<file path="src/rtl/spi_shift_master.sv">
// SPI initiator for the shift processor: sends {opcode, A, B} MSB-first on mosi,
// then reads a REG_WIDTH-bit result MSB-first from miso.
//
// state   | meaning
// IDLE    | nss high, waiting for start
// SETUP   | nss low, sclk low for SCLK_DIV clocks before the first bit
// SEND    | shifting opcode, A and B out on mosi
// TURN    | nss low, sclk/mosi low for TURNAROUND clocks
// RECV    | shifting the result in from miso
// DONE    | one-cycle done pulse, result valid
// GAP     | nss high for GAP_CYCLES clocks (one extra after abort)
module spi_shift_master #(
  parameter int REG_WIDTH  = 32,
  parameter int SCLK_DIV   = 4,
  parameter int TURNAROUND = 2,
  parameter int GAP_CYCLES = 2
) (
  input  logic                 clock,
  input  logic                 reset,
  input  logic                 start,
  input  logic                 abort,
  input  logic [3:0]           opcode,
  input  logic [REG_WIDTH-1:0] operand_a,
  input  logic [REG_WIDTH-1:0] operand_b,
  output logic                 busy,
  output logic                 done,
  output logic                 aborted,
  output logic [REG_WIDTH-1:0] result,
  output logic                 sclk,
  output logic                 nss,
  output logic                 mosi,
  input  logic                 miso
);

  localparam int FRAME_BITS = 4 + 2 * REG_WIDTH;
  localparam int PH_W       = $clog2(SCLK_DIV);
  localparam int BIT_W      = $clog2(FRAME_BITS);
  localparam int TMR_A      = (SCLK_DIV > TURNAROUND) ? SCLK_DIV : TURNAROUND;
  localparam int TMR_MAX    = (TMR_A > GAP_CYCLES + 1) ? TMR_A : GAP_CYCLES + 1;
  localparam int TMR_W      = $clog2(TMR_MAX);

  localparam logic [PH_W-1:0]  PH_LAST   = PH_W'(SCLK_DIV - 1);
  localparam logic [BIT_W-1:0] BIT_SEND  = BIT_W'(FRAME_BITS - 1);
  localparam logic [BIT_W-1:0] BIT_RECV  = BIT_W'(REG_WIDTH - 1);
  localparam logic [TMR_W-1:0] TMR_SETUP = TMR_W'(SCLK_DIV - 1);
  localparam logic [TMR_W-1:0] TMR_TURN  = TMR_W'(TURNAROUND - 1);
  localparam logic [TMR_W-1:0] TMR_GAP   = TMR_W'(GAP_CYCLES - 1);
  localparam logic [TMR_W-1:0] TMR_ABORT = TMR_W'(GAP_CYCLES);

  typedef enum logic [2:0] {
    S_IDLE, S_SETUP, S_SEND, S_TURN, S_RECV, S_DONE, S_GAP
  } state_t;

  state_t                  state_q, state_d;
  logic [PH_W-1:0]         phase;
  logic [BIT_W-1:0]        bit_cnt;
  logic [TMR_W-1:0]        tmr;
  logic [FRAME_BITS-1:0]   tx_sr;
  logic [REG_WIDTH-1:0]    rx_sr;
  logic [REG_WIDTH-1:0]    result_q;
  logic                    aborted_q;

  logic last_phase, bit_tc, tmr_tc, in_frame, abort_hit;

  assign last_phase = (phase == PH_LAST);
  assign bit_tc     = (bit_cnt == '0);
  assign tmr_tc     = (tmr == '0);
  assign in_frame   = state_q inside {S_SETUP, S_SEND, S_TURN, S_RECV};
  assign abort_hit  = abort && in_frame;

  // Outputs decode straight from registered state so reset forces nss high at once.
  assign nss     = !in_frame;
  assign sclk    = (state_q == S_SEND || state_q == S_RECV) && last_phase;
  assign mosi    = (state_q == S_SEND) ? tx_sr[FRAME_BITS-1] : 1'b0;
  assign busy    = (state_q != S_IDLE);
  assign done    = (state_q == S_DONE);
  assign aborted = aborted_q;
  assign result  = result_q;

  always_ff @(posedge clock or posedge reset) begin
    if (reset) state_q <= S_IDLE;
    else       state_q <= state_d;
  end

  always_comb begin
    state_d = state_q;
    case (state_q)
      S_IDLE:  if (start) state_d = S_SETUP;
      S_SETUP: if (tmr_tc) state_d = S_SEND;
      S_SEND:  if (last_phase && bit_tc) state_d = S_TURN;
      S_TURN:  if (tmr_tc) state_d = S_RECV;
      S_RECV:  if (last_phase && bit_tc) state_d = S_DONE;
      S_DONE:  state_d = S_GAP;
      S_GAP:   if (tmr_tc) state_d = S_IDLE;
      default: state_d = S_IDLE;
    endcase
    if (abort_hit) state_d = S_GAP;
  end

  always_ff @(posedge clock or posedge reset) begin
    if (reset) begin
      phase     <= '0;
      bit_cnt   <= '0;
      tmr       <= '0;
      tx_sr     <= '0;
      rx_sr     <= '0;
      result_q  <= '0;
      aborted_q <= 1'b0;
    end else begin
      aborted_q <= abort_hit;
      // Abort gets one extra gap clock to cover the aborted-pulse cycle.
      if (abort_hit) begin
        tmr <= TMR_ABORT;
      end else begin
        case (state_q)
          S_IDLE: if (start) begin
            tx_sr <= {opcode, operand_a, operand_b};
            tmr   <= TMR_SETUP;
          end
          S_SETUP, S_TURN: begin
            if (!tmr_tc) begin
              tmr <= tmr - TMR_W'(1);
            end else begin
              phase   <= '0;
              bit_cnt <= (state_q == S_SETUP) ? BIT_SEND : BIT_RECV;
            end
          end
          S_SEND: begin
            phase <= last_phase ? '0 : phase + PH_W'(1);
            if (last_phase) begin
              tx_sr   <= {tx_sr[FRAME_BITS-2:0], 1'b0};
              bit_cnt <= bit_cnt - BIT_W'(1);
              if (bit_tc) tmr <= TMR_TURN;
            end
          end
          S_RECV: begin
            phase <= last_phase ? '0 : phase + PH_W'(1);
            if (last_phase) begin
              rx_sr   <= {rx_sr[REG_WIDTH-2:0], miso};
              bit_cnt <= bit_cnt - BIT_W'(1);
              if (bit_tc) result_q <= {rx_sr[REG_WIDTH-2:0], miso};
            end
          end
          S_DONE:  tmr <= TMR_GAP;
          S_GAP:   if (!tmr_tc) tmr <= tmr - TMR_W'(1);
          default: ;
        endcase
      end
    end
  end

endmodule
</file>
<file path="config.mk">
export PLATFORM = sky130hd
export DESIGN_NAME = spi_shift_master
export DESIGN_NICKNAME = d
export VERILOG_FILES = /design/src/rtl/spi_shift_master.sv
export SDC_FILE = /design/constraint.sdc
export NUM_CORES = 1
export LEC_CHECK = 0
export ABC_AREA = 1
export BUFFER_PORTS_ARGS = -buffer_cell sky130_fd_sc_hd__clkbuf_2
export CORE_MARGIN = 4
export CORE_UTILIZATION = 61
export CTS_BUF_LIST = sky130_fd_sc_hd__clkbuf_16
export CTS_CLUSTER_SIZE = 12
export DETAILED_ROUTE_END_ITERATION = 16
export GPL_TIMING_DRIVEN = 1
export PLACE_DENSITY = 0.91
export RECOVER_POWER = 25
export SLEW_MARGIN = 20
export SYNTH_ARGS = -nofsm -noshare
export SYNTH_HDL_FRONTEND = slang
export SYNTH_SLANG_ARGS = --single-unit
</file>
<file path="constraint.sdc">
create_clock -name clock -period 8.63 [get_ports clock]
set_input_delay 1.726 -clock clock [delete_from_list [all_inputs] [get_ports clock]]
set_output_delay 1.726 -clock clock [all_outputs]
set_load 0.01 [all_outputs]
</file>
==> run summary, run 1 <==
Outcome -> finished, violations left
Failing checks -> capacitance limit, slew limit
# hold bufs at CTS -> 0
Worst Clk Skew -> 0.00727 ns
Clock Tree Buf Depth -> 2
Via count -> 5652
Tmin final -> 4.09 ns
Yosys reg bits -> 146
Number of global-route vias before repair -> 5307
Grt total ovfl -> 0
Area Growth Syn to Fin -> 15.2%
Htree depth -> 4
M2 GR Usage -> 36.1%
First-pass GRT wire length -> 23700 um
Area of the die -> 13000 um2
Area contributors post-synth -> dfrtp_1, nand2_1, o21ai_0
Final Util -> 72.2%
Wire length per cell -> 12.8 um
Largest incremental delay on the critical path -> 1.71 ns
Ys Warns -> 0
DRT Pass-1 Iters -> 5
Filler cells -> 852
Gate Count Post-Synth -> 852
DR vias/cell -> 5.17
DRC -> 0
CTS Sinks -> 146
Post-synth top area cell -> dfrtp_1
Worst Setup Start Kind -> input port
Maximum VDD drop -> 0.319 mV
Hold WC Path Type -> register to register
IO buf count -> 110
P_leak -> 4.21 nW
Post-synth top area share -> 53.3%
Core region area -> 10900 um2
Largest net degree at the start of global routing -> 140
# IOs -> 111
CP endpoint kind -> asynchronous set/reset pin
Share of cells above drive strength 1 -> 16.5%
Critical Path RT -> 9.04 ns
Setup Buffers After CTS -> 0
Final Net Count -> 1017
Worst slew margin -> -104%
Commonest non-fill, non-tap cells in the layout -> nand2_1, dfrtp_1, o21ai_0
Arrival @ worst endpoint -> 4.50 ns
Pwr dens -> 328 nW/um2
Crit path max fanout -> 75
Final setup vio count -> 0
Final ANT Viol Nets -> 0
Drt total wl -> 14000 um
Total negative slack -> 0 ns
Post-CTS Resized -> 0
Die X -> 114 um
Most common cell after layout, fill and taps aside -> nand2_1
GRT Util Overall -> 22.2%
WS Path Type -> input port to asynchronous set/reset pin
Die Ht -> 114 um
Clock Pin Slew Worst Setup and Hold Paths -> 0.06 ns
Clk Latency, worst-skew pair -> 0.40 ns
Met1 Use GR -> 30.7%
Avg Inst Size Synth -> 8.05 um2
Final period util -> 47.4%
CTS buffer count -> 17
Seq/Total Area, Yosys -> 53.3%
CTS tree -> yes
Global Route met3 Usage -> 3.55%
GP Congestion -> 0.806
Crit-path cells -> clkbuf_1 > clkinvlp_2 > buf_4
Final hold violation count -> 0
Fmax -> 245 MHz
Net Count, Synth -> 929
Rows -> 38
Antenna diodes -> 0
Post-Synthesis Cell Area -> 6860 um2
Critical-path top delay cell -> clkinvlp_2
Starting Density -> 62.7%
HPWL Detailed -> 8890 um
Initial DRC count -> 520
Fin. max-slew vios -> 73
Post-synth cell types -> 30
Root Driver -> clkbuf_16
Max-cap violations -> 1
Slew @ Worst Pin -> 3.05 ns
Initial antenna violation count -> 0
RSZ-0062 raised after global routing -> no
Global routing's busiest layer -> met2
-- registers in the layout, summed over array words and instances (netlist names) --
name,cells
aborted,1
bit_cnt,7
phase,2
result,32
rx_sr,31
state_q,3
tmr,2
tx_sr,68
-- final cells by class --
class | instances | area, um2 | area share, %
sequential | 146 | 3650 | 46.2
tap | 140 | 175 | 2.22
clock buffer | 17 | 425 | 5.38
multi-input combinational | 553 | 2490 | 31.6
clock inverter | 15 | 151 | 1.92
inverter | 107 | 405 | 5.13
timing repair buffer | 115 | 594 | 7.52
-- report_power, final --
part           total, mW  internal, mW  switching, mW
clock network      0.710         0.406          0.303
logic              0.913         0.282          0.631
registers          0.968         0.888         0.0807
total               2.59          1.58           1.01
-- layer usage --
metal / vias to the layer above / share of wire (%)
li1: 2849 / -
met1: 2636 / 45
met2: 146 / 49
met3: 21 / 4.5
met4: 0 / 1.3
met5: - / 0
-- logic make-up (layout without fill, tap and decap cells) --
group / count (synthesis) / after routing / share of synthesized area, %
xor+xnor: 2 / 2 / 0.256
buf+inv: 153 / 254 / 10.2
flops: 146 / 146 / 53.3
compound gates: 184 / 184 / 13.7
simple gates: 363 / 363 / 21.9
fa+ha+maj: 4 / 4 / 0.730
-- critical path, delay by kind of cell --
| family | cells | cell delay [ns] |
|---|---|---|
| buffers and inverters | 3 | 2.74 |
-- worst paths after layout --
check / from / end / slack (ns) / cells after the start
setup / recovery: reset / result[10] / 4.54 / 3
hold / removal: result[6] / result[6] / 0.47 / 2
setup reg to reg: state_q[2] / result[4] / 5.30 / 11
hold reg to reg: result[6] / result[6] / 0.47 / 2
max in group clock: state_q[2] / nss / 4.63 / 6
min in group asynchronous: reset / tx_sr[60] / 2.17 / 2
-- cell usage after synthesis, drive strengths merged --
library cell / number
o21ai: 178
dfrtp: 146
xor2: 2
nor2: 22
clkbuf: 16
a21oi: 3
ha: 4
nand3b: 1
nand4: 1
o21a: 1
o21bai: 1
o211ai: 1
buf: 30
inv: 107
nand3: 47
nor3: 2
nand2: 290
-- per-stage QoR --
stage                     std cells  power, mW  setup WS, ns  instance area, um2  hold slack (ns)
after CTS                      1093       2.61          4.54                7920            0.474
after global placement         1061       1.83          5.04                7340            0.455
after global routing           1093       2.80          3.90                7900            0.491
after detailed placement       1061       1.88          4.99                7340            0.459
final                          1093       2.59          4.54                7900            0.470
after floorplan                 852       1.72          2.98                6860            0.446
Note: power is estimated with default switching activity, not from simulation.
==> run 2, diff against run 1 <==
Settings changed: ABC_AREA 1 to 0, CORE_UTILIZATION 61 to 51, PLACE_DENSITY 0.91 to 0.82.
Clock period 8.63 ns to 3.3 ns, I/O delays scaled along.
==> run 2 against run 1 <==
The run still ends with capacitance limit, slew limit left. Sequential power grew to 2.7 times the previous value. Synthesized cell count is 34% lower. Area after synthesis decreased by 4.1%. Largest cell class unchanged.
==> run summary, run 2 <==
Top-count cell post-synth -> dfrtp_1
Final Net Count -> 738 (-27%)
Sw Share -> 32.1% (-7.1 points)
Delay-heaviest family, CP -> flip-flops
Failing checks -> capacitance limit, slew limit
Most flops, register -> tx_sr
Cell depth of the worst setup path -> 3 (unchanged)
Antenna diodes -> 0 (unchanged)
Worst Clk Skew -> 0.00508 ns (-0.00218 ns)
Gate Count Post-Synth -> 563 (-34%)
Clock network power share -> 31.0% (+3.6 points)
Commonest cells in the netlist -> dfrtp_1, nand2_1, mux2i_1
P_leak -> 3.87 nW (-8.1%)
Arrival @ worst endpoint -> 1.91 ns (-2.59 ns)
Pwr dens -> 806 nW/um2 (+150%)
Final ANT Viol Nets -> 0 (unchanged)
Fin. max-slew vios -> 147 (+100%)
Largest net degree at the start of global routing -> 147 (+5.0%)
Crit-path cells -> xor2_4 > and3_1 > clkbuf_2
Htree depth -> 4 (unchanged)
Hold WC Path Type -> input port to register
Async set-reset flop share out of synthesis -> 100% (unchanged)
CTS buffer count -> 17 (unchanged)
Post-synth top area cell -> dfrtp_1
Clock Tree Buf Depth -> 2 (unchanged)
Core region area -> 12600 um2 (+15%)
R2r startpoint -> state_q[2]
WS Path Type -> register to output port
Seq/Total Area, Yosys -> 55.6% (+2.3 points)
Yosys reg bits -> 146 (unchanged)
Final hold violation count -> 0 (unchanged)
Root Driver -> clkbuf_16
CTS tree -> yes
Commonest non-fill, non-tap cells in the layout -> dfrtp_1, clkbuf_2, nand2_1
HPWL Detailed -> 8320 um (-6.3%)
Hold Path Origin -> miso
Die X -> 122 um (+6.6%)
Non-Filler Instances -> 846 (-23%)
DR vias/cell -> 5.27 (+1.9%)
Initial antenna violation count -> 2 (+2)
WP buf/inv -> 1 (-2)
R2R setup slack -> 1.05 ns (-4.25 ns)
Worst Setup Start Kind -> register
Most common cell after layout, fill and taps aside -> dfrtp_1
Wire length per cell -> 15.1 um (+19%)
Placed cells -> 813 (-23%)
Clk Latency, worst-skew pair -> 0.42 ns (+0.02 ns)
Critical Path RT -> 2.64 ns (-6.40 ns)
Crit path max fanout -> 25 (-67%)
Number of global-route vias before repair -> 4409 (-17%)
Worst slew margin -> -27.5% (+77 points)
Max reg flops -> 68 (unchanged)
CTS Sinks -> 146 (unchanged)
Internal power -> 4.28 mW (+170%)
Outcome -> finished, violations left
Drt total wl -> 12800 um (-8.2%)
Most used DFF post-synth -> dfrtp_1
Starting Density -> 52.1% (-11 points)
Post-synth EDFFs -> 0 (unchanged)
Final Util -> 61.9% (-10 points)
Max-cap violations -> 1 (unchanged)
IO buf count -> 110 (unchanged)
Total power -> 6.30 mW (+140%)
Slew @ Worst Pin -> 1.91 ns (-1.14 ns)
CP endpoint kind -> output port
Critical-path top delay cell -> dfrtp_1
Crit path launch -> state_q[2]
Largest incremental delay on the critical path -> 0.93 ns (-0.78 ns)
GP Congestion -> 0.818 (+1.5%)
Rows -> 41 (+7.9%)
Reg2Reg Capture Point -> result[13]
First-pass GRT wire length -> 21100 um (-11%)
Final setup vio count -> 0 (unchanged)
Seq pwr share -> 42.0% (+4.6 points)
Logic pwr share -> 27.0% (-8.2 points)
Final period util -> 77.8%
Avg Inst Size Synth -> 11.7 um2 (+45%)
Post-Synthesis Cell Area -> 6580 um2 (-4.1%)
Total negative slack -> 0 ns (unchanged)
Worst setup endpoint -> sclk
Clock Pin Slew Worst Setup and Hold Paths -> 0.06 ns (about the same)
Area Growth Syn to Fin -> 18.8%
Net Count, Synth -> 640 (-31%)
FF-to-FF path depth -> 4 (-7)
DRC -> 0 (unchanged)
Share of cells above drive strength 1 -> 31.5% (+15 points)
Area of the die -> 14800 um2 (+14%)
DRT Pass-1 Iters -> 4 (-1)
Maximum VDD drop -> 0.555 mV (+74%)
Ys Warns -> 0 (unchanged)
# hold bufs at CTS -> 0 (unchanged)
GRT Util Overall -> 18.1% (-4.1 points)
Post-synth cell types -> 47 (+57%)
Tmin final -> 2.57 ns
Fmax -> 389 MHz
RSZ-0062 raised after global routing -> no
Die Ht -> 122 um (+6.6%)
Initial DRC count -> 261 (-50%)
Filler cells -> 1001 (+17%)
# IOs -> 111 (unchanged)
Area contributors post-synth -> dfrtp_1, mux2i_1, mux2_2
Sw power -> 2.02 mW (+99%)
Post-synth top area share -> 55.6% (+2.3 points)
Setup Buffers After CTS -> 0 (unchanged)
Grt total ovfl -> 0 (unchanged)
Via count -> 4457 (-21%)
Post-CTS Resized -> 0 (unchanged)
-- run 2: changes by cell type in the layout (fill, tap and decap cells not counted), moves of 33 or more --
cell,change
o21ai_0,-68
nand2_1,-203
mux2_2,+58
mux2i_1,+70
inv_1,-96
o21ai_1,-33
nand3_1,-44
-- run 2: per-stage QoR --
| step | setup slack, ns | instance area (um2) | hold slack, ns |
|---|---|---|---|
| 2_1_floorplan | 0.807 | 6580 | 0.442 |
| 3_3_place_gp | 1.01 | 7200 | 0.453 |
| 3_5_place_dp | 0.877 | 7200 | 0.470 |
| 4_1_cts | 0.721 | 7800 | 0.453 |
| 5_1_grt | 0.590 | 7820 | 0.466 |
| 6_report | 0.732 | 7820 | 0.469 |
-- run 2: logic make-up after synthesis --
logic type               after synthesis  share of synthesized area [%]
AND/OR/NAND/NOR                      129                           9.30
flip-flops                           146                           55.6
AO/OA/AOI/OAI                        104                           8.73
multiplexers                         133                           21.4
XOR/XNOR                               2                          0.552
adder cells (fa/ha/maj)                4                          0.761
buffers and inverters                 45                           3.65
-- run 2: worst min-delay path by stage --
stage	to	slack (ns)	depth (start not counted)
global route	result[0]	0.47	2
detailed placement	tx_sr[30]	0.47	2
CTS	result[0]	0.45	2
global placement	tx_sr[67]	0.45	2
finish	result[0]	0.47	2
floorplan	tx_sr[67]	0.44	2
-- run 2: cell type report --
type                    count  area, um2  area share [%]
multi-input cells         372       2690            34.4
clock inverters            15        173            2.21
clock buffers              17        425            5.44
repair buffers            115        619            7.93
inverters                   9       37.5           0.480
flip-flops and latches    146       3650            46.7
well taps                 172        215            2.75
-- run 2: worst reg2reg max path: stages (launching register included) --
cell and delay, ns:
dfrtp_1 0.93, nand4_2 0.26, nor2_4 0.14, buf_4 0.40, mux2_2 0.41
-- run 2: metal layers --
metal,track usage (%),part of all wire (%),up-vias,wire [um]
met5,0,0.17,-,22
met4,7.21,1.8,4,231
met3,6.82,6.9,25,884
met2,27.8,46,111,5940
met1,23.3,45,2139,5730
li1,-,-,2178,-
-- run 2: power groups by stage --
stage,Clock [mW],Combinational (mW),Sequential [mW]
6_report,1.95,1.70,2.65
5_1_grt,2.08,1.94,2.72
4_1_cts,1.99,1.71,2.65
3_5_place_dp,0,1.70,2.67
3_3_place_gp,0,1.60,2.64
2_1_floorplan,0,1.52,2.50
